$ cat config.mk
export PLATFORM = sky130hd
export DESIGN_NAME = caesar_stream_cipher_flat
export DESIGN_NICKNAME = d
export VERILOG_FILES = /design/src/rtl/caesar_stream_cipher_pkg.sv /design/src/rtl/caesar_stream_cipher_if.sv /design/src/rtl/caesar_stream_cipher_mod26_shift.sv /design/src/rtl/caesar_stream_cipher.sv /design/src/flat_wrapper.sv
export SDC_FILE = /design/constraint.sdc
export NUM_CORES = 1
export LEC_CHECK = 0
export BUFFER_PORTS_ARGS = -buffer_cell sky130_fd_sc_hd__buf_2
export CAP_MARGIN = 20
export CORE_ASPECT_RATIO = 0.8
export CORE_UTILIZATION = 50
export DETAILED_ROUTE_END_ITERATION = 8
export PLACE_DENSITY = 0.82
export SLEW_MARGIN = 5
export SYNTH_ARGS = -nofsm -noshare
export SYNTH_HDL_FRONTEND = slang
export SYNTH_SLANG_ARGS = --single-unit
$ cat constraint.sdc
create_clock -name clk -period 5.15 [get_ports clk]
set_input_delay 0.515 -clock clk [delete_from_list [all_inputs] [get_ports clk]]
set_output_delay 0.515 -clock clk [all_outputs]
set_load 0.005 [all_outputs]
$ cat src/rtl/caesar_stream_cipher_pkg.sv
// cipher_pkg: alphabet constants, mode encoding and letter classification shared by the cipher.
package cipher_pkg;
  localparam int ALPHA_N = 26;
  localparam logic [7:0] ASCII_UPPER_A = 8'h41;
  localparam logic [7:0] ASCII_LOWER_A = 8'h61;
  typedef enum logic {MODE_ENC = 1'b0, MODE_DEC = 1'b1} cipher_mode_t;
  function automatic logic is_upper(input logic [7:0] c);
    return c >= ASCII_UPPER_A && c <= ASCII_UPPER_A + 8'd25;
  endfunction
  function automatic logic is_lower(input logic [7:0] c);
    return c >= ASCII_LOWER_A && c <= ASCII_LOWER_A + 8'd25;
  endfunction
endpackage

$ cat src/rtl/caesar_stream_cipher_if.sv
// caesar_stream_cipher_if: input and output byte-stream handshakes of the cipher.
interface caesar_stream_cipher_if;
  logic in_valid, in_ready, in_mode, in_last, out_valid, out_ready, out_last;
  logic [7:0] in_data, out_data;
  modport master (output in_valid, in_data, in_mode, in_last, out_ready,
                  input in_ready, out_valid, out_data, out_last);
  modport slave (input in_valid, in_data, in_mode, in_last, out_ready,
                 output in_ready, out_valid, out_data, out_last);
endinterface

$ cat src/rtl/caesar_stream_cipher_mod26_shift.sv
// mod26_shift: combinational modulo-26 add (encrypt) or subtract (decrypt) of a letter index.
module mod26_shift
  import cipher_pkg::*;
(
  input  logic [4:0]   idx_i,
  input  logic [4:0]   shift_i,
  input  cipher_mode_t mode_i,
  output logic [4:0]   res_o
);
  logic [5:0] t;
  always_comb begin
    t = mode_i == MODE_ENC ? {1'b0, idx_i} + {1'b0, shift_i}
                           : {1'b0, idx_i} + 6'(ALPHA_N) - {1'b0, shift_i};
    res_o = t >= 6'(ALPHA_N) ? 5'(t - 6'(ALPHA_N)) : t[4:0];
  end
endmodule

$ cat src/rtl/caesar_stream_cipher.sv
// caesar_stream_cipher: streaming Caesar/Vigenere byte cipher with a registered output stage.
// Define CIPHER_NONALPHA_PASS_EN to pass non-letters through; otherwise they are dropped.
module caesar_stream_cipher
  import cipher_pkg::*;
#(
  parameter int KEY_LEN = 8,
  localparam int KIW = KEY_LEN > 1 ? $clog2(KEY_LEN) : 1
) (
  input  logic           clk,
  input  logic           rst,
  input  logic           key_wr_i,
  input  logic [KIW-1:0] key_waddr_i,
  input  logic [4:0]     key_wdata_i,
  input  logic [KIW:0]   key_len_i,
  caesar_stream_cipher_if.slave s
);
`ifdef CIPHER_NONALPHA_PASS_EN
  localparam logic PASS = 1'b1;
`else
  localparam logic PASS = 1'b0;
`endif
  logic [4:0] key_q [KEY_LEN];
  logic [KIW-1:0] idx_q, idx_d, cur;
  logic [KIW:0] len_eff;
  logic [7:0] out_data_q, out_data_d, base;
  logic [4:0] shifted;
  logic out_valid_q, out_last_q, accept, upper, alpha, emit;
  assign s.in_ready  = ~out_valid_q | s.out_ready;
  assign s.out_valid = out_valid_q;
  assign s.out_data  = out_data_q;
  assign s.out_last  = out_last_q;
  assign accept = s.in_valid & s.in_ready;
  assign upper  = is_upper(s.in_data);
  assign alpha  = upper | is_lower(s.in_data);
  assign base   = upper ? ASCII_UPPER_A : ASCII_LOWER_A;
  assign emit   = accept & (alpha | PASS);
  // A stale idx beyond a shortened key wraps to 0 before it is used.
  always_comb begin
    len_eff = key_len_i == '0 ? (KIW+1)'(1)
            : key_len_i > (KIW+1)'(KEY_LEN) ? (KIW+1)'(KEY_LEN) : key_len_i;
    cur = {1'b0, idx_q} >= len_eff ? '0 : idx_q;
    idx_d = key_wr_i | (accept & s.in_last) ? '0
          : !(accept & alpha) ? idx_q
          : {1'b0, cur} + 1'b1 == len_eff ? '0 : cur + 1'b1;
    out_data_d = alpha ? base + {3'b0, shifted} : s.in_data;
  end
  mod26_shift u_shift (
    .idx_i  (5'(s.in_data - base)),
    .shift_i(key_q[cur]),
    .mode_i (cipher_mode_t'(s.in_mode)),
    .res_o  (shifted)
  );
  always_ff @(posedge clk or posedge rst) begin
    if (rst) begin
      out_valid_q <= 1'b0;
      out_data_q  <= '0;
      out_last_q  <= 1'b0;
      idx_q       <= '0;
    end else begin
      idx_q <= idx_d;
      if (s.in_ready) out_valid_q <= emit;
      if (emit) begin
        out_data_q <= out_data_d;
        out_last_q <= s.in_last;
      end
    end
  end
  always_ff @(posedge clk or posedge rst) begin
    if (rst) for (int i = 0; i < KEY_LEN; i++) key_q[i] <= '0;
    else if (key_wr_i && 32'(key_waddr_i) < KEY_LEN)
      key_q[key_waddr_i] <= key_wdata_i >= 5'd26 ? key_wdata_i - 5'd26 : key_wdata_i;
  end
endmodule

$ cat src/flat_wrapper.sv
// flat-port wrapper written by rule: the top's interface ports become plain ports
module caesar_stream_cipher_flat import cipher_pkg::*;
#(
  parameter int KEY_LEN = 8,
  localparam int KIW = KEY_LEN > 1 ? $clog2(KEY_LEN) : 1
)
  (clk, rst, key_wr_i, key_waddr_i, key_wdata_i, key_len_i, s_in_valid, s_in_data, s_in_mode, s_in_last, s_out_ready, s_in_ready, s_out_valid, s_out_data, s_out_last);
  caesar_stream_cipher_if s_i ();
  input  logic clk;
  input  logic rst;
  input  logic key_wr_i;
  input  logic [KIW-1:0] key_waddr_i;
  input  logic [4:0] key_wdata_i;
  input  logic [KIW:0] key_len_i;
  input wire logic [$bits(s_i.in_valid)-1:0] s_in_valid;
  input wire logic [$bits(s_i.in_data)-1:0] s_in_data;
  input wire logic [$bits(s_i.in_mode)-1:0] s_in_mode;
  input wire logic [$bits(s_i.in_last)-1:0] s_in_last;
  input wire logic [$bits(s_i.out_ready)-1:0] s_out_ready;
  output wire logic [$bits(s_i.in_ready)-1:0] s_in_ready;
  output wire logic [$bits(s_i.out_valid)-1:0] s_out_valid;
  output wire logic [$bits(s_i.out_data)-1:0] s_out_data;
  output wire logic [$bits(s_i.out_last)-1:0] s_out_last;
  assign s_i.in_valid = s_in_valid;
  assign s_i.in_data = s_in_data;
  assign s_i.in_mode = s_in_mode;
  assign s_i.in_last = s_in_last;
  assign s_i.out_ready = s_out_ready;
  assign s_in_ready = s_i.in_ready;
  assign s_out_valid = s_i.out_valid;
  assign s_out_data = s_i.out_data;
  assign s_out_last = s_i.out_last;
  caesar_stream_cipher #(.KEY_LEN(KEY_LEN)) u_core (.clk(clk), .rst(rst), .key_wr_i(key_wr_i), .key_waddr_i(key_waddr_i), .key_wdata_i(key_wdata_i), .key_len_i(key_len_i), .s(s_i));
endmodule
==> results by group, run 1 <==
Run status
  • Outcome: complete, no violations

Place
  • HPWL after DPL: 6140 µm
  • Port Buf Inserts: 37
  • GPL Wtd Cong: 0.827
  • Worst slack at placement: -0.166 ns

Synthesis
  • Async S/R FF share, synth: 100%
  • Yosys warnings: 0
  • Synth Cell Area: 3550 µm²
  • Avg Synthesized Cell Area: 9.07 µm²
  • Post-Synthesis Cells: 392
  • Post-synth cell types: 62
  • Main synth FF type: dfrtp_1
  • Post-synthesis sequential area ratio: 37.3%
  • EDFF count, synth: 0
  • Yosys reg bits: 53
  • Syn Nets: 445

Finish
  • Final Util: 59.4%
  • Fillers: 601
  • Nets: 497
  • Sequential Area: 1330 µm²
  • Layout area overhead: 15.1%
  • Most frequent cells in the layout: nand2_1, dfrtp_1, o21ai_0
  • Commonest non-fill, non-tap cell in the layout: nand2_1
  • Area occupied by multi-input gates: 2140 µm²
  • Diode count: 0
  • Share of layout cells above drive strength 1: 23.6%

Critical path
  • Crit-path slowest cell: fa_1
  • CP dominant cell by count: ha_1
  • Startpoint types: primary input
  • Crit path to: u_core.s.out_data[6]
  • Worst Path Class, Setup: primary input to flop
  • Worst reg-to-reg setup slack: 0.51 ns
  • Worst R2R Path Depth: 25
  • Family with the most delay on the worst path: compound AO/OA/AOI/OAI gates
  • Worst path max stage delay: 0.36 ns
  • Worst-path maximum fanout: 6
  • Crit path buf inv count: 4
  • CP Capture Type: flop
  • Crit path DAT: 5.00 ns
  • Worst r2r src: u_core.idx_q[0]
  • CP Launch Point: key_len_i[2]
  • WP depth: 28
  • RR Endpoint: u_core.s.out_data[6]
  • Required time of the critical path: 5.36 ns

Timing
  • Worst Tran Pin Value: 0.727 ns
  • Post-route setup TNS: 0 ns
  • Setup violators final: 0
  • Final hold viol count: 0
  • Final worst slack: 0.359 ns
  • Final Cycle Share: 93.0%
  • Fin crit period: 4.79 ns
  • Slew HR: 51.3%
  • Max-slew violation count: 0
  • Max Clock Skew: 0.0103 ns
  • Fmax: 209 MHz

Clocking
  • Clock-pin slew on the worst setup and hold paths: 0.10 ns
  • Total CTS buffers: 5
  • H-tree depth: 2
  • Worst-case clock buffer depth: 2
  • # clock sinks: 53
  • Clock latency on the worst-skew pair: 0.32 ns
  • CTS tree: yes
  • CTS root buffer: clkbuf_8

Floorplanning
  • Initial Util: 51.6%
  • Die X: 96.3 µm
  • Area of the die: 7450 µm²
  • Core box area: 6890 µm²
  • Die Y: 77.4 µm
  • Top-Level Pins: 38
  • Rows: 27

Global routing
  • Global-route wire length before repair: 13300 µm
  • GR Util All Layers: 22.6%
  • Initial antenna violation count: 0
  • Vias in the first global route: 2933
  • Final global-route overflow total: 0
  • Largest net degree at the start of global routing: 54

Power and ir drop
  • Tot Pwr: 1440 µW
  • Lkg Pwr: 0.00195 µW
  • Clock power share: 17.6%
  • Comb power frac: 44.4%
  • Sw Pwr: 544 µW
  • Switching share of power: 37.7%
  • P_int: 898 µW
  • Peak supply drop: 0.000144 V
  • Sequential power share: 38.1%
  • Power Dens Cells: 352 nW/µm²

Job
  • Number of max-cap violations: 0

Routing
  • Post-DR vias/cell: 5.74
  • First-pass DRT Iterations: 4
  • Vias: 3052
  • Post-route ant nets: 0
  • Residual DRC: 0
  • Iter 0 DRT Violations: 204
  • DR WL/cell: 15.2 µm
  • Final wirelength: 8070 µm

Worst hold path
  • HP Class: primary input to asynchronous set/reset pin
metrics by stage:
step	instance area, µm²	hold slack (ns)	instances
2_1_floorplan	3570	0.444	392
3_3_place_gp	3900	0.456	521
3_5_place_dp	3900	0.461	521
4_1_cts	4000	0.416	529
5_1_grt	4090	0.150	532
6_report	4090	0.129	532
per-layer routing:
metal  GRT usage (%)  share of wire, %  up-vias
met3            4.31               5.0       16
met5               0                 0        -
met4            6.27               1.4        0
met1            29.3                44     1454
li1                -                 -     1495
met2            38.3                49       87
state kept, by name, indices dropped and copies added (netlist names):
name	flops
u_core.s.out_valid	1
u_core.s.out_last	1
u_core.key_q	40
u_core.s.out_data	8
u_core.idx_q	3
how the worst min path moves through the flow:
stage	start	endpoint	slack, ns	cells after the start
2_1_floorplan	u_core.key_q[16]	u_core.key_q[16]	0.44	2
3_3_place_gp	u_core.s.out_data[3]	u_core.s.out_data[3]	0.46	2
3_5_place_dp	u_core.s.out_last	u_core.s.out_last	0.46	2
4_1_cts	s_in_last	u_core.s.out_last	0.42	3
5_1_grt	rst	u_core.s.out_data[6]	0.15	2
6_report	rst	u_core.s.out_data[0]	0.13	2
worst register-to-register path: cells and delay by family (launching register included):
family	cells	cell delay [ns]
and+or+nand+nor	5	0.67
buffers and inverters	4	0.33
muxes	1	0.27
adders and majority gates	5	1.24
DFF	1	0.36
AOI/OAI and AO/OA	9	1.48
xor gates and xnor gates	1	0.20
repair_timing:
| action | CTS | global route |
|---|---|---|
| setup endpoints to repair | 0 | 7 |
| setup buffers | 0 | 1 |
| gates resized for setup | 0 | 15 |
| hold buffers | 0 | 0 |
| hold endpoints to repair | 0 | 0 |
synthesized netlist by cell type (3+ instances only):
cell,instances,share of area [%]
a21o_1,4,0.84
a31oi_1,3,0.53
mux2i_1,12,3.4
xor2_1,5,1.2
ha_1,24,8.4
a221oi_1,5,1.2
buf_6,3,0.95
nand2_1,70,7.4
clkbuf_1,5,0.53
nand3_1,13,1.8
nand4_1,3,0.53
nor2b_1,4,0.70
a211oi_1,4,0.84
nand2b_1,8,1.4
xnor2_1,6,1.5
o21ai_1,3,0.42
mux2_2,15,4.8
dfrtp_1,53,37
inv_1,23,2.4
a21oi_1,16,2.3
nor2_1,14,1.5
o21a_1,3,0.63
o21ai_0,49,6.9
layout make-up:
cell class,count,share of cell area (%)
Multi-Input combinational cell,305,52.2
Sequential cell,53,32.4
Timing Repair Buffer,55,8.13
Tap cell,87,2.66
Inverter,24,2.20
Clock buffer,5,1.68
Clock inverter,3,0.703
power by group through the flow:
stage | logic [µW] | clock network, µW | registers [µW]
2_1_floorplan | 441 | 0 | 544
3_3_place_gp | 576 | 0 | 549
3_5_place_dp | 602 | 0 | 556
4_1_cts | 606 | 255 | 547
5_1_grt | 719 | 273 | 559
6_report | 640 | 253 | 549
cells by family after synthesis:
kind of cell,share of synthesized area [%]
AOI/OAI and AO/OA,18.9
xor gates and xnor gates,3.34
adders and majority gates,9.57
buffers and inverters,4.68
DFF,37.3
muxes,8.13
and+or+nand+nor,18.1
Note: power is estimated with default switching activity, not from simulation.
==> run 2, diff against run 1 <==
Clock period 5.15 ns to 3.89 ns, I/O delays scaled along.
==> run 2 against run 1 <==
The run now ends with hold timing, setup timing left. Critical path depth fell by 3. Via count rose by 12%. First-iteration DRC count rose by 36%. Clock power rose by 58%. Global-route usage rose by 5.3 points. Sequential cell count did not move. Design area rose by 18%. Worst hold slack got worse by 0.13 ns. Register-to-register slack got worse by 1.2 ns. Setup slack got worse by 1.1 ns. Sequential power rose by 33%. Routed wire length rose by 26%. Critical path type is now flop to flop. Critical endpoint is now u_core.s.out_data[5].
==> results by group, run 2 (synthesis results as in run 1) <==
Power and ir drop
  • Sw Pwr: 846 µW
  • P_int: 1460 µW
  • Clock power share: 17.3%
  • Power Dens Cells: 478 nW/µm²
  • Tot Pwr: 2310 µW
  • Switching share of power: 36.6%
  • Peak supply drop: 0.000203 V
  • Comb power frac: 51.1%
  • Sequential power share: 31.6%
  • Lkg Pwr: 0.00231 µW

Clocking
  • Worst-case clock buffer depth: 2
  • # clock sinks: 53
  • CTS tree: yes
  • Clock-pin slew on the worst setup and hold paths: 0.10 ns
  • Total CTS buffers: 5
  • Clock latency on the worst-skew pair: 0.32 ns
  • H-tree depth: 2
  • CTS root buffer: clkbuf_8

Routing
  • Residual DRC: 0
  • Vias: 3406
  • Post-DR vias/cell: 5.73
  • Post-route ant nets: 0
  • Iter 0 DRT Violations: 277
  • DR WL/cell: 17.2 µm
  • Final wirelength: 10200 µm
  • First-pass DRT Iterations: 5

Global routing
  • Final global-route overflow total: 0
  • Vias in the first global route: 3470
  • Largest net degree at the start of global routing: 54
  • Global-route wire length before repair: 16100 µm
  • Initial antenna violation count: 0
  • GR Util All Layers: 28.0%

Run status
  • Failing checks: hold timing, setup timing
  • Outcome: finished, violations left

Critical path
  • Crit path DAT: 4.82 ns
  • Family with the most delay on the worst path: compound AO/OA/AOI/OAI gates
  • Required time of the critical path: 4.11 ns
  • Worst R2R Path Depth: 25
  • RR Endpoint: u_core.s.out_data[5]
  • Worst reg-to-reg setup slack: -0.71 ns
  • Worst r2r src: u_core.idx_q[0]
  • Worst-path maximum fanout: 6
  • Worst Path Class, Setup: flop to flop
  • Worst path max stage delay: 0.40 ns
  • Startpoint types: flop
  • CP dominant cell by count: ha_4
  • Crit path buf inv count: 5
  • Crit-path slowest cell: dfrtp_1
  • CP Capture Type: flop

Finish
  • Share of layout cells above drive strength 1: 38.9%
  • Layout area overhead: 35.8%
  • Number of flip-flops under the largest register name: 40
  • Most frequent cells in the layout: nand2_1, buf_4, dfrtp_1
  • Final Util: 70.1%
  • Biggest register: u_core.key_q
  • Diode count: 0
  • Nets: 559
  • Commonest non-fill, non-tap cell in the layout: nand2_1

Floorplanning
  • Top-Level Pins: 38
  • Area of the die: 7450 µm²
  • Rows: 27
  • Die X: 96.3 µm
  • Core box area: 6890 µm²
  • Die Y: 77.4 µm
  • Initial Util: 51.6%

Place
  • GPL Wtd Cong: 0.828
  • Worst slack at placement: -1.07 ns
  • Port Buf Inserts: 37
  • HPWL after DPL: 6400 µm

Timing
  • Final hold viol count: 10
  • RSZ-0062 raised after global routing: true
  • Fin crit period: 4.60 ns
  • WHS: -0.00507 ns
  • Fmax: 218 MHz
  • Final worst slack: -0.707 ns
  • Slew HR: 48.5%
  • Max-slew violation count: 0
  • Final Cycle Share: 118%
  • Setup violators final: 10
  • Worst Tran Pin Value: 0.773 ns
  • Max Clock Skew: 0.0110 ns

Job
  • Number of max-cap violations: 0

Worst hold path
  • HP Class: primary input to asynchronous set/reset pin
run 2: changes by cell type in the layout (fill, tap and decap cells not counted), sizes merged:
cell,delta
buf,+62
bufinv,+1
clkbuf,+1
clkinv,-1
clkinvlp,+1
inv,-2
run 2: layer usage:
metal	wire length, µm	up-vias	share of wire [%]	track usage, %
li1	-	1619	-	-
met1	4330	1642	42	35.3
met2	5130	115	50	47.9
met3	503	30	4.9	4.31
met4	242	0	2.4	10.3
met5	0	-	0	0
run 2: per-stage QoR:
step           cells  instance area (µm²)  setup TNS (ns)  hold WS, ns
2_1_floorplan    392                 3660           -4.26        0.444
3_3_place_gp     549                 4170           -5.80        0.457
3_5_place_dp     549                 4170           -7.02        0.468
4_1_cts          590                 4690           -4.33        0.290
5_1_grt          594                 4830           -7.20       0.0168
6_report         594                 4830           -5.29     -0.00507
run 2: layout make-up:
type	count	area (µm²)
clock inverter	2	37.5
clock buffer	6	82.6
tap	87	109
fill	463	2060
inverter	24	90.1
sequential	53	1330
timing repair buffer	117	848
multi-input combinational	305	2330
run 2: power groups by stage:
stage,Clock [µW],Combinational [µW],Sequential [µW]
after CTS,397,1060,726
final,401,1180,730
after global routing,420,1290,743
after global placement,0,920,728
after floorplan,0,639,721
after detailed placement,0,961,735
run 2: worst max path at each step:
stage	from	depth (start not counted)	end	slack, ns
2_1_floorplan	u_core.idx_q[0]	26	u_core.s.out_data[6]	-0.69
5_1_grt	u_core.idx_q[0]	25	u_core.s.out_data[5]	-0.90
6_report	u_core.idx_q[0]	25	u_core.s.out_data[5]	-0.71
3_3_place_gp	key_len_i[1]	23	u_core.s.out_data[6]	-0.88
3_5_place_dp	key_len_i[1]	26	u_core.s.out_data[6]	-1.07
4_1_cts	u_core.idx_q[0]	23	u_core.s.out_data[5]	-0.54
run 2: repair_timing:
action	CTS	global route
cloned	1	0
setup endpoints to repair	7	10
setup buffers	32	5
gates resized for setup	35	21
hold buffers	0	0
pin swaps	18	22
